[src/rtl/onn_pkg.sv]
// Shared definitions for oscillatory neuron variants: FSM encoding, vote values and defaults.
package onn_pkg;

    typedef enum logic [1:0] {
        ST_IDLE = 2'd0,
        ST_RUN  = 2'd1,
        ST_HOLD = 2'd2
    } onn_state_t;

    localparam int DEF_PHASE_W = 4;
    localparam int DEF_WGT_W   = 3;

    localparam logic signed [1:0] VOTE_POS  = 2'sb01;
    localparam logic signed [1:0] VOTE_NEG  = 2'sb11;
    localparam logic signed [1:0] VOTE_NONE = 2'sb00;

    // Lag sign: positive lag votes up, negative votes down, zero or stale lag abstains.
    function automatic logic signed [1:0] lag_vote(input logic valid, input logic msb, input logic nonzero);
        if (!valid || !nonzero) return VOTE_NONE;
        else if (msb)           return VOTE_NEG;
        else                    return VOTE_POS;
    endfunction

endpackage

[src/rtl/onn_phase_detect_ch.sv]
// One coupling channel: rising-edge detect on a neighbour, latch its lag, and emit a +/-1/0 vote.
module onn_phase_detect_ch
    import onn_pkg::*;
#(
    parameter int PHASE_W = DEF_PHASE_W
) (
    input  logic               sclk,
    input  logic               re,
    input  logic               nin,
    input  logic               capture,
    input  logic               drop,
    input  logic [PHASE_W-1:0] rel,
    output logic signed [1:0]  vote
);

    logic               nin_d;
    logic               valid;
    logic [PHASE_W-1:0] lag;
    logic               rise;

    assign rise = nin & ~nin_d;

    always_ff @(posedge sclk) begin
        if (re) begin
            nin_d <= 1'b0;
            valid <= 1'b0;
            lag   <= '0;
        end else begin
            nin_d <= nin;
            // A rise in the drop cycle belongs to the next window, so it wins over the clear.
            if (rise && capture) begin
                lag   <= rel;
                valid <= 1'b1;
            end else if (drop) begin
                valid <= 1'b0;
            end
        end
    end

    assign vote = lag_vote(valid, lag[PHASE_W-1], |lag);

endmodule

[src/rtl/onn_neuron_multi.sv]
// Phase-coded oscillatory neuron with N_IN weighted couplings, init-load, freeze and settle detect.
//   state   | meaning
//   ST_IDLE | after reset, oscillator output silent, phase not updated
//   ST_RUN  | oscillating, drop applies the weighted phase vote
//   ST_HOLD | oscillating with phase frozen, lags still captured
module onn_neuron_multi
    import onn_pkg::*;
#(
    parameter int PHASE_W    = DEF_PHASE_W,
    parameter int N_IN       = 4,
    parameter int WGT_W      = DEF_WGT_W,
    parameter int STABLE_CNT = 3
) (
    input  logic                    sclk,
    input  logic                    re,
    input  logic [N_IN-1:0]         nin,
    input  logic [N_IN*WGT_W-1:0]   weight,
    input  logic                    ini_load,
    input  logic [PHASE_W-1:0]      ini_phase,
    input  logic                    drop,
    input  logic                    state_check,
    input  logic                    freeze,
    output logic                    nout,
    output logic [PHASE_W-1:0]      phi_out,
    output logic                    state_changed,
    output logic                    settled
);

    localparam int ACC_W = WGT_W + $clog2(N_IN) + 1;
    localparam int SC_W  = $clog2(STABLE_CNT + 1);

    onn_state_t          state;
    logic [PHASE_W-1:0]  cnt;
    logic [PHASE_W-1:0]  rel;
    logic [PHASE_W-1:0]  snap;
    logic [SC_W-1:0]     stable_ctr;
    logic signed [1:0]   vote [N_IN];
    logic signed [ACC_W-1:0] wgt_ext [N_IN];
    logic signed [ACC_W-1:0] acc;
    logic                acc_pos;
    logic                acc_neg;

    assign rel  = cnt - phi_out;
    assign nout = (state != ST_IDLE) && !rel[PHASE_W-1];

    for (genvar i = 0; i < N_IN; i++) begin : g_ch
        assign wgt_ext[i] = {{(ACC_W-WGT_W){weight[i*WGT_W+WGT_W-1]}}, weight[i*WGT_W +: WGT_W]};

        onn_phase_detect_ch #(.PHASE_W(PHASE_W)) u_ch (
            .sclk    (sclk),
            .re      (re),
            .nin     (nin[i]),
            .capture (state != ST_IDLE),
            .drop    (drop),
            .rel     (rel),
            .vote    (vote[i])
        );
    end

    always_comb begin
        acc = '0;
        for (int i = 0; i < N_IN; i++) begin
            if (vote[i] == VOTE_POS)      acc = acc + wgt_ext[i];
            else if (vote[i] == VOTE_NEG) acc = acc - wgt_ext[i];
        end
    end

    assign acc_neg = acc[ACC_W-1];
    assign acc_pos = !acc[ACC_W-1] && (acc != '0);

    always_ff @(posedge sclk) begin
        if (re) cnt <= '0;
        else    cnt <= cnt + PHASE_W'(1);
    end

    always_ff @(posedge sclk) begin
        if (re) begin
            state         <= ST_IDLE;
            phi_out       <= '0;
            snap          <= '0;
            state_changed <= 1'b0;
            stable_ctr    <= '0;
        end else if (ini_load) begin
            phi_out       <= ini_phase;
            state         <= (state != ST_IDLE && freeze) ? ST_HOLD : ST_RUN;
            state_changed <= 1'b0;
            stable_ctr    <= '0;
        end else begin
            case (state)
                ST_RUN: begin
                    if (freeze) begin
                        state <= ST_HOLD;
                    end else if (drop) begin
                        if (acc_pos)      phi_out <= phi_out + PHASE_W'(1);
                        else if (acc_neg) phi_out <= phi_out - PHASE_W'(1);
                    end
                end
                ST_HOLD: if (!freeze) state <= ST_RUN;
                default: state <= ST_IDLE;
            endcase
            // Check compares the pre-update phase, so a same-cycle drop shows at the next check.
            if (state_check) begin
                snap          <= phi_out;
                state_changed <= (phi_out != snap);
                if (phi_out != snap)                     stable_ctr <= '0;
                else if (stable_ctr != SC_W'(STABLE_CNT)) stable_ctr <= stable_ctr + SC_W'(1);
            end
        end
    end

    assign settled = (stable_ctr == SC_W'(STABLE_CNT));

endmodule

[config.mk]
export PLATFORM = sky130hd
export DESIGN_NAME = onn_neuron_multi
export DESIGN_NICKNAME = d
export VERILOG_FILES = /design/src/rtl/onn_pkg.sv /design/src/rtl/onn_phase_detect_ch.sv /design/src/rtl/onn_neuron_multi.sv
export SDC_FILE = /design/constraint.sdc
export NUM_CORES = 1
export LEC_CHECK = 0
export ABC_AREA = 1
export ABC_CLOCK_PERIOD_IN_PS = 6300
export BUFFER_PORTS_ARGS = -buffer_cell sky130_fd_sc_hd__buf_2
export CAP_MARGIN = 30
export CORE_AREA = 8 8 96 98
export CTS_CLUSTER_DIAMETER = 30
export DETAILED_ROUTE_END_ITERATION = 8
export DIE_AREA = 0 0 104 106
export PLACE_DENSITY = 0.59
export SETUP_SLACK_MARGIN = 0.1
export SYNTH_ARGS = -nofsm -noshare
export SYNTH_HDL_FRONTEND = slang
export SYNTH_SLANG_ARGS = --single-unit
[constraint.sdc]
create_clock -name sclk -period 6.3 [get_ports sclk]
set_clock_uncertainty 0.2 [all_clocks]
set_input_delay 0.315 -clock sclk [delete_from_list [all_inputs] [get_ports sclk]]
set_output_delay 0.315 -clock sclk [all_outputs]
set_load 0.02 [all_outputs]
# --- Word level (Yosys, flattened, before mapping) ---
# Index checks and enable logic that the tools add are counted.
op_classes:
  n_reduce_logical: 40
  bitwise_logic: 9
  muxes: 34
  n_eq_ne: 16
  n_addsub: 12
ops:
  columns: ["op", "count"]
  rows:
  - ["$mux 6", 8]
  - ["$mux 2", 14]
  - ["$mux 4", 6]
  - ["$add 6x3->6", 3]
  - ["$sub 6x3->6", 3]
  - ["$reduce_bool 2->1", 8]
  - ["$reduce_or 4->1", 4]
  - ["$eq 2x2->1 const B", 6]
  - ["$eq 2x1->1 const B", 5]
  - ["$logic_not 1->1", 10]
  - ["$add 4x1->4 const B", 2]
  - ["$logic_and 1x1->1", 7]
  - ["$ne 3x3->1 const B", 2]
  - ["$reduce_and 2->1", 3]
  - ["$reduce_bool 6->1", 1]
  - ["$mux 1", 5]
  - ["$not 1->1", 5]
  - ["$and 1x1->1", 4]
  - ["$logic_or 1x1->1", 4]
  - ["$ne 2x2->1 const B", 2]
  - ["$ne 4x4->1", 1]
  - ["$pmux 2 s2", 1]
  - ["$reduce_and 4->1", 1]
  - ["$sub 1x3->4 const A", 1]
  - ["other kinds (5)", 5]
totals:
  elab_cells: 129
  regBits: 41

# --- Depth between registers and ports, before layout ---
depth:
  word_depth: 23
  mapped_depth: 43
  mapped_depth_nobuf: 42

# --- By module ---
# Synthesis repeated with hierarchy kept, for this count alone.
hier_totals:
  cells_unflattened: 528
  hier_area_um2: 3584.7
by_module_without_submodules:
  columns: ["mod", "instances", "seq_area_each_um2", "cells_per_inst", "area_each_um2"]
  rows:
  - ["onn_neuron_multi", 1, 340.3, 376, 2543.7]
  - ["onn_phase_detect_ch", 4, 120.1, 38, 260.2]

# --- Worst setup path after synthesis ---
# Ideal clock, no wire load.
synth_path:
  path_kind: "reg2reg"
  from: "register g_ch[0].u_ch.lag[3]"
  to: "register phi_out[3]"
  stages_incl_launch_ff: 41
  period_less_slack_ps: 5510
  slack_ps: 790
  required_time_ps: 5986
  t_arrival_ps: 5197
  cell_sequence: "dfxtp_1 -> nor2_1 -> nand2_1 -> nand2_1 -> nor2_1 -> inv_1 -> o21ai_2 -> inv_1 -> fa_1 -> xor2_1 -> nand2_1 -> o21ai_1 -> o21bai_1 -> inv_1 -> ha_1 -> buf_4 -> a21oi_1 -> o21ai_1 -> [... 5 more ...] -> inv_1 -> nor2_1 -> nor2_1 -> xnor2_1 -> nor3_1 -> nand2_1 -> nand2_1 -> nand2_1 -> a21oi_1 -> a21oi_1 -> nand3_1 -> ha_1 -> nand3_1 -> nand2_1 -> xor2_1 -> nand4_1 -> a21oi_1 -> nor2_1"
synth_between:
  elab_chain_len: 23
  word_cells_on_any_way: 31
  classes_between: "6 x add/sub; 2 x eq/ne; 15 x mux; 8 x reduce/logical"
synth_rtl:
  columns: ["item", "line_no", "rtl"]
  rows:
  - ["from (decl)", "onn_phase_detect_ch.sv:18", "logic [PHASE_W-1:0] lag;"]
  - ["from (signal assigned)", "onn_phase_detect_ch.sv:32", "lag <= rel;"]
  - ["$reduce_or 4->1", "onn_phase_detect_ch.sv:40", "assign vote = lag_vote(valid, lag[PHASE_W-1], |lag);"]
  - ["$logic_not 1->1", "onn_pkg.sv:19", "if (!valid || !nonzero) return VOTE_NONE;"]
  - ["$logic_or 1x1->1", "onn_pkg.sv:19", null]
  - ["$mux 2 *", "onn_pkg.sv:19", null]
  - ["$eq 2x1->1", "onn_neuron_multi.sv:64", "else if (vote[i] == VOTE_NEG) acc = acc - wgt_ext[i];"]
  - ["$mux 6", "onn_neuron_multi.sv:64", null]
  - ["$mux 6 *", "onn_neuron_multi.sv:63", "if (vote[i] == VOTE_POS) acc = acc + wgt_ext[i];"]
  - ["$sub 6x3->6", "onn_neuron_multi.sv:64", null]
  - ["[... 7 more ...]", null, null]
  - ["$mux 6 *", "onn_neuron_multi.sv:63", null]
  - ["$reduce_bool 6->1 / $logic_not 1->1 (equally long branches)", "onn_neuron_multi.sv:69", "assign acc_pos = !acc[ACC_W-1] && (acc != '0);"]
  - ["$logic_and 1x1->1", "onn_neuron_multi.sv:69", null]
  - ["$mux 4", "onn_neuron_multi.sv:94", "if (acc_pos) phi_out <= phi_out + PHASE_W'(1);"]
  - ["$mux 4", "onn_neuron_multi.sv:93", "end else if (drop) begin"]
  - ["$mux 4", "onn_neuron_multi.sv:91", "if (freeze) begin"]
  - ["$mux 4", "onn_neuron_multi.sv:89", "case (state)"]
  - ["$mux 4", "onn_neuron_multi.sv:83", "end else if (ini_load) begin"]
  - ["to (signal assigned)", "onn_neuron_multi.sv:84", "phi_out <= ini_phase;"]
  - ["to (signal assigned)", "onn_neuron_multi.sv:94", null]
  - ["to (signal assigned)", "onn_neuron_multi.sv:95", "else if (acc_neg) phi_out <= phi_out - PHASE_W'(1);"]
  - ["to (decl)", "onn_neuron_multi.sv:24", "output logic [PHASE_W-1:0] phi_out,"]
# Mark *: on every way between the ends. The rest lies on a longest branch, timed or not. The select of a mux whose other input is x is not followed.
# A chain may end at the register's enable or synchronous reset.

# --- Final worst setup path ---
# Same ends and word-level chain as after synthesis.

==> impl_metrics.yaml <==
route:
  drc: 0
  wl_met1_mm: 3.688
  top_layer_used: "met4"
  routed-wl-met2_mm: 3.467
  wl_per_cell_um: 12.05
  via_per_inst: 4.976
  wl_met3_um: 174
  drt_iter0_drc: 78
  num_vias: 3060
  drt_wl_total_mm: 7.411
  drt_first_pass_iters: 4
  ant_nets: 0
power:
  leakage_uw: 0.001916
  irDropWorstVdd_uv: 159.4
  power_density_nw_per_um2: 190.8
clock_network:
  root_buffer: "clkbuf_8"
  cts_sinks: 41
  worstSkewPairLatency_ns: 0.29
  clk_path_buf_depth: 2
  holdBufCountCts: 0
  path_clk_slew_ns: 0.08
  cts_tree: "yes"
  htreeDepth: 2
  cts_made_buffers: 5
outcome:
  outcome: "finished, final reports clean"
yosys:
  synth.cell_area_sq_um: 3343
  ys_seq_elements: 41
  avgSynthCellArea_sq_um: 7.068
  synthCells: 473
  synth_edf_count: 0
  synth_cell_type_count: 36
  synthArstFlopShare: 0
  ys_warn_count: 0
  ys_seq_area_frac: 0.2455
  synth_ff_type: "dfxtp_1"
  synth_fp_nets: 543
placed_design:
  routabilityCongestion: 0.8578
  hpwl_mm: 6.021
  portBuffers: 32
  placed_area_sq_um: 3615
worst_setup_path:
  cp_top_family: "simple AND/OR/NAND/NOR gates"
  worstSetupPathType: "reg2reg"
  startpoint_type: "flip-flop"
  crit_top_cell: "nand2_1"
  slowest_stage: "dfxtp_4"
  critical_path_buf_inv_count: 6
  end_kind: "flip-flop"
  critPathMaxFanout: 7
  arrival_ns: 5.62
  slowest_delay_ns: 0.37
  worstPathRequired_ns: 6.29
cells_and_area:
  utilization: 0.4842
  mostFrequentLayoutCell: "inv_1"
  num_antenna_cells: 0
  final_cell_mix: "inv_1, nand2_1, nor2_1, a21oi_1, dfxtp_1"
  drive_gt1_frac: 0.1588
  syn_to_final_growth_pct: 13.62
  nNetsFinal: 579
  final_area_sq_um: 3799
timing:
  fin_crit_ns: 5.625
  setup-violations-final: 0
  hold_viol: 0
  fin_crit_sh: 0.8929
  finalSetupTns_ns: 0
  rsz0062_at_grt: "no"
  slew-limit-headroom: 0.4805
  tightest_slew_ns: 0.7732
  fmax_mhz: 177.8
  final_max_slew_viol_count: 0
floorplanning:
  ios: 33
  dieArea_sq_um: 11020
  die_w_um: 104
  row_count: 33
  die_h_um: 106
  initial_core_util: 0.4262
  coreArea_sq_um: 7845
global_routing:
  grt_antenna_before_repair: 0
  grt_pass1_vias: 2913
  track_usage: 0.1344
  grt_pass1_wl_mm: 12.73
  grt_max_degree: 24
  overflow: 0
min_path:
  hold_path_class: "in2reg"
job:
  drv_cap: 0
## final timing paths
check,start,slack [ns],endpoint,cells past startpoint
worst max-delay path,g_ch[0].u_ch.lag[3],0.68,phi_out[3],41
worst min-delay path,nin[0],0.03,g_ch[0].u_ch.nin_d,3
worst max register to register,g_ch[0].u_ch.lag[3],0.68,phi_out[3],41
worst min register to register,stable_ctr[0],0.27,stable_ctr[0],1
## layout make-up
class | count | area (sq um)
Tap cell | 105 | 131.4
Fill cell | 799 | 4046
Clock inverter | 2 | 15.01
Clock buffer | 6 | 72.57
Inverter | 76 | 285.3
Sequential cell | 41 | 824.5
Multi-Input combinational cell | 350 | 2287
Timing Repair Buffer | 35 | 182.7
## tightest hold or removal path: cells and delay by family
family	cells	cell delay (ns)
and+or+nand+nor	1	0.07
buffers and inverters	2	0.11
## metal layers
| metal | GRT usage | up-vias |
|---|---|---|
| li1 | - | 1617 |
| met1 | 0.1661 | 1402 |
| met2 | 0.2356 | 34 |
| met3 | 0.02117 | 7 |
| met4 | 0.04033 | 0 |
| met5 | 0 | - |
## Yosys cell counts, types with 6 or more instances
cell	count	area [sq um]
nand3_2	6	60.06
inv_1	71	266.5
nand3_1	27	135.1
nand2_1	63	236.5
a21oi_1	44	220.2
xor2_1	14	122.6
nand4_1	6	37.54
ha_1	36	450.4
o21ai_0	30	150.1
dfxtp_1	41	820.8
nor3_1	7	35.03
xnor2_1	9	78.83
nor2_1	61	229.0
fa_1	8	160.2
## where the power goes
group | leakage (uW) | total [uW] | internal, uW | switching [uW]
Sequential | 0.000338 | 295 | 278 | 17.0
Combinational | 0.00154 | 262 | 105 | 156
Clock | 0.0000374 | 168 | 78.0 | 90.5
## sequential cells by signal, indices dropped and copies added, names as in the netlist
register,flops
g_ch.u_ch.valid,4
snap,4
cnt,4
state,2
g_ch.u_ch.lag,16
g_ch.u_ch.nin_d,4
state_changed,1
stable_ctr,2
phi_out,4
## cell families (layout without fill, tap and decap cells)
group / Yosys count / in the layout / share of synthesized area
fa+ha+maj: 44 / 44 / 0.1826
compound gates: 98 / 98 / 0.1673
xor+xnor: 23 / 23 / 0.06026
buf+inv: 82 / 119 / 0.09356
simple gates: 185 / 185 / 0.2508
flops: 41 / 41 / 0.2455
## through the flow
| step | power, uW | setup slack (ns) | hold WS [ns] | instances |
|---|---|---|---|---|
| 3_5_place_dp | 546.4 | 0.1330 | 0.2644 | 605 |
| 2_1_floorplan | 485.1 | 0.7895 | 0.2297 | 473 |
| 3_3_place_gp | 542.5 | 0.2869 | 0.2540 | 605 |
| 5_1_grt | 785.2 | 0.1295 | 0.02896 | 615 |
| 6_report | 724.7 | 0.6750 | 0.03025 | 615 |
| 4_1_cts | 718.1 | 0.1582 | 0.02723 | 613 |
## what timing repair did
action                                  in CTS  in global routing
setup buffers                                0                  2
endpoints found under the setup margin       1                  3
pin swaps                                    0                  4
gates resized for setup                      1                 16
(Power assumes the default switching activity.)
